==> src/rtl/gray_counter_param_pkg.sv <==
// Shared constants and types for the parametrised Gray counter family.
// SAT_MODE selects whether the counter wraps or holds at its terminal value.
package gray_counter_param_pkg;

  localparam int unsigned GRAY_MODE_WRAP = 0;
  localparam int unsigned GRAY_MODE_SAT  = 1;

  // Classification of what the counter does on a given edge.
  typedef enum logic [1:0] {
    STEP_HOLD,
    STEP_LOAD,
    STEP_COUNT,
    STEP_TERMINAL
  } step_e;

endpackage

==> src/rtl/gray2bin.sv <==
// Combinational Gray-to-binary converter: each binary bit is the XOR of all
// Gray bits from the MSB down to that position.
module gray2bin #(
  parameter int unsigned WIDTH = 3
) (
  input  logic [WIDTH-1:0] gray,
  output logic [WIDTH-1:0] bin
);

  logic acc;

  always_comb begin
    bin = '0;
    acc = 1'b0;
    for (int unsigned i = 0; i < WIDTH; i++) begin
      acc                = acc ^ gray[WIDTH-1-i];
      bin[WIDTH-1-i]     = acc;
    end
  end

endmodule

==> src/rtl/gray_counter_param.sv <==
// N-bit up/down counter with registered Gray and binary outputs, Gray-coded
// parallel load, wrap/saturate terminal handling, sticky flags and carry pulse.
module gray_counter_param
  import gray_counter_param_pkg::*;
#(
  parameter int unsigned WIDTH    = 3,
  parameter int unsigned SAT_MODE = GRAY_MODE_WRAP
) (
  input  logic             Clk,
  input  logic             Reset,
  input  logic             En,
  input  logic             Dir,
  input  logic             Load,
  input  logic [WIDTH-1:0] LoadGray,
  input  logic             ClrFlags,
  output logic [WIDTH-1:0] Output,
  output logic [WIDTH-1:0] Binary,
  output logic             Overflow,
  output logic             Underflow,
  output logic             Carry
);

  localparam logic [WIDTH-1:0] MAX = '1;
  localparam bit               SAT = (SAT_MODE == GRAY_MODE_SAT);

  logic [WIDTH-1:0] load_bin;
  logic [WIDTH-1:0] next_bin;
  logic [WIDTH-1:0] next_gray;
  logic             up_term;
  logic             dn_term;
  step_e            step;

  gray2bin #(
    .WIDTH(WIDTH)
  ) u_load_g2b (
    .gray(LoadGray),
    .bin (load_bin)
  );

  always_comb begin
    step      = STEP_HOLD;
    next_bin  = Binary;
    next_gray = Output;
    up_term   = 1'b0;
    dn_term   = 1'b0;
    if (Load) begin
      step      = STEP_LOAD;
      next_bin  = load_bin;
      next_gray = LoadGray;
    end else if (En) begin
      if (Dir && (Binary == MAX)) begin
        step     = STEP_TERMINAL;
        up_term  = 1'b1;
        next_bin = SAT ? MAX : '0;
      end else if (!Dir && (Binary == '0)) begin
        step     = STEP_TERMINAL;
        dn_term  = 1'b1;
        next_bin = SAT ? '0 : MAX;
      end else begin
        step     = STEP_COUNT;
        next_bin = Dir ? (Binary + 1'b1) : (Binary - 1'b1);
      end
      // Gray is encoded from the next binary value so Output is a pure register.
      next_gray = next_bin ^ (next_bin >> 1);
    end
  end

  always_ff @(posedge Clk) begin
    if (Reset) begin
      Binary    <= '0;
      Output    <= '0;
      Overflow  <= 1'b0;
      Underflow <= 1'b0;
      Carry     <= 1'b0;
    end else begin
      Binary    <= next_bin;
      Output    <= next_gray;
      Carry     <= (step == STEP_TERMINAL);
      // A terminal event in the same cycle as ClrFlags keeps its flag set.
      Overflow  <= up_term | (Overflow  & ~ClrFlags);
      Underflow <= dn_term | (Underflow & ~ClrFlags);
    end
  end

endmodule

==> config.mk <==
export PLATFORM = sky130hd
export DESIGN_NAME = gray_counter_param
export DESIGN_NICKNAME = d
export VERILOG_FILES = /design/src/rtl/gray_counter_param_pkg.sv /design/src/rtl/gray2bin.sv /design/src/rtl/gray_counter_param.sv
export SDC_FILE = /design/constraint.sdc
export NUM_CORES = 1
export LEC_CHECK = 0
export ABC_AREA = 1
export CELL_PAD_IN_SITES_DETAIL_PLACEMENT = 1
export CELL_PAD_IN_SITES_GLOBAL_PLACEMENT = 2
export CORE_ASPECT_RATIO = 2
export CORE_MARGIN = 2
export CORE_UTILIZATION = 20
export CTS_CLUSTER_DIAMETER = 200
export DETAILED_ROUTE_END_ITERATION = 8
export PLACE_DENSITY_LB_ADDON = 0.25
export SLEW_MARGIN = 20
export SYNTH_ARGS = -nofsm -noshare
export SYNTH_HDL_FRONTEND = slang
export SYNTH_HIERARCHICAL = 1
export SYNTH_SLANG_ARGS = --single-unit
export TNS_END_PERCENT = 20
==> constraint.sdc <==
create_clock -name Clk -period 1.7 [get_ports Clk]
set_clock_uncertainty 0.15 [all_clocks]
set_input_delay 0.425 -clock Clk [delete_from_list [all_inputs] [get_ports Clk]]
set_output_delay 0.425 -clock Clk [all_outputs]
set_load 0.01 [all_outputs]
==> qor.yml <==
clocking:
  postCtsHoldBufs: 0
  clkLatencyLatePin_ns: 0.23
  post-cts-setup-buffers: 0
  cts_buffers: 3
  cts.sinks: 9
  h-tree-depth: 1
  clock-root-buffer: "clkbuf_8"
  path_clk_slew_ns: 0.05
  cts.path.max_buffers: 2
  cts_tree: "yes"
worst_hold_path:
  hold_start: "Overflow$_SDFF_PP0_"
  holdPathEnd: "Overflow$_SDFF_PP0_"
  hold_path_class: "register to register"
  whs_path_depth: 2
power:
  p_leak_uw: 0.000503
  p_per_area_nw_per_um2: 737
  ir_drop_uv: 343
cells_and_area:
  layout_commonest_cell: "nand2_1"
  diodes: 0
  syn_to_final_growth_pct: 72.2
  seqCellArea_um2: 181
  multi_input_area_um2: 368
  final_util: 0.357
  stdcell_count: 148
  final_cell_mix: "nand2_1, buf_4, clkdlybuf4s50_1, inv_1, dfxtp_1"
  drive_gt1_frac: 0.353
  nets: 130
  fillers: 337
placement:
  portBuffers: 17
  gp_congestion: 0.798
  pre_cts_ws_ns: -0.572
  hpwl_um: 1600
  placed_cells: 144
setup_path:
  path_cells: "clkdlybuf4s50_1"
  r2r-end: "Binary[2]$_SDFFE_PP0P_"
  r2r_slack_ns: 0.09
  reg2regPathDepth: 8
  crit-reg2reg-launch: "Binary[0]$_SDFFE_PP0P_"
  cp_max_fo: 2
  crit_type: "register to primary output"
  cp_data_required_time_ns: 1.12
  cp-end-kind: "primary output"
  critPathTopFamily: "buffers and inverters"
  crit_path_start_kind: "register"
  path_buf_inv: 1
  arrival_ns: 1.09
  worst_path_largest_cell_delay_ns: 0.53
  slowest_stage: "clkdlybuf4s50_1"
detailed_routing:
  drc: 0
  firstDrtPassIters: 2
  ant_nets: 0
  vias_per_cell: 4.57
  wl_per_cell_um: 12.6
  vias: 677
  wl_um: 1870
  drtIter0Drc: 7
global_routing:
  met1_usage: 0.107
  grt_pass1_wl_um: 3050
  grt_max_degree: 8
  grt_pass1_vias: 729
  grt_usage: 0.120
  grt_busiest_layer: "met2"
  antenna_found_initial: 0
  grt_overflow_total: 0
  met3_usage: 0.0114
  met2_usage: 0.247
floorplanning:
  start_util: 0.207
  rows: 27
  die_area_um2: 3300
  io_pins: 18
  die_h_um: 79.3
  die_x_um: 41.6
  core_um2: 2740
yosys:
  synthDistinctLibCells: 20
  synthCells: 85
  syn_area_um2: 567
  syn_nets: 95
  synth_top_area_cell: "dfxtp_1"
  synth_top_cells_by_area: "dfxtp_1, nand2_1, inv_1, a21oi_1, nand3_1"
  yosysSeqAreaShare: 0.318
  synth_top_area_share: 0.318
  ys_seq_elements: 9
  yosys_warnings: 6
  synth_area_per_cell_um2: 6.67
sta:
  fin_crit_sh: 0.978
  max_freq_mhz: 602
  slew_violations: 0
  finalHoldViolCount: 0
  relSlewSlack: 0.680
  setup_viol: 0
  hold_ws_ns: 0.315
  fin_ws_ns: 0.0381
  min_period_ns: 1.66
  tightest_slew_ns: 0.477
outcome:
  outcome: "complete, no violations"
run:
  max_cap_violations: 0
[repair_timing]
action	4_1_cts	5_1_grt
gates cloned	0	0
resized for setup	14	15
endpoints found under the setup margin	7	9
endpoints found under the hold margin	0	0
pin swaps	5	8
[cell usage after synthesis]
master / n
nand2_1: 23
inv_1: 12
dfxtp_1: 9
a21oi_1: 8
nand3_1: 8
nor2_1: 4
a22oi_1: 3
buf_4: 2
inv_2: 2
nand4_1: 2
nor2_2: 2
o21ai_0: 2
a31oi_1: 1
buf_2: 1
fa_1: 1
nor2_4: 1
nor3_1: 1
o21ai_1: 1
o21bai_1: 1
o221a_4: 1
[power breakdown]
group	internal [uW]	total (uW)	switching (uW)
logic	114	231	116
registers	226	239	12.3
clock network	164	250	86.8
[registers in the layout (all words and copies together) (netlist names)]
name,flops
Binary,3
Carry,1
Output,3
Overflow,1
Underflow,1
[cell type report]
| class | count | share of cell area |
|---|---|---|
| Multi-Input combinational cell | 59 | 0.377 |
| Timing Repair Buffer | 33 | 0.300 |
| Sequential cell | 9 | 0.186 |
| Inverter | 14 | 0.0538 |
| Clock buffer | 4 | 0.0462 |
| Tap cell | 29 | 0.0372 |
[layer usage]
metal  up-vias  wire, um
met1       321       648
met5         -         0
met2        10      1130
met3         2        59
li1        344         -
met4         0        25
[worst max-delay path by stage]
stage | start | end | slack, ns | cells after the start
3_5_place_dp | Dir | Output[1]$_SDFFE_PP0P_ | -0.57 | 11
4_1_cts | Dir | Output[1]$_SDFFE_PP0P_ | 0.003 | 9
2_1_floorplan | Dir | Output[1]$_SDFFE_PP0P_ | 0.04 | 10
6_report | Output[0]$_SDFFE_PP0P_ | Output[0] | 0.04 | 1
3_3_place_gp | Dir | Binary[2]$_SDFFE_PP0P_ | -0.52 | 10
5_1_grt | Binary[0]$_SDFFE_PP0P_ | Output[1]$_SDFFE_PP0P_ | -0.0005 | 10
[kinds of logic after synthesis]
family | share of synthesized area
AND/OR/NAND/NOR | 0.322
AO/OA/AOI/OAI | 0.196
flip-flops | 0.318
buffers and inverters | 0.128
adder cells (fa/ha/maj) | 0.0353
[metrics by stage]
step                  TNS, ns  power, uW  instance area [um2]
floorplan                   0        343                  569
detailed placement      -3.05        453                  876
global placement        -2.63        448                  876
finish                      0        720                  976
global route        -0.000490        766                  976
CTS                         0        716                  941
(Power assumes the default switching activity.)
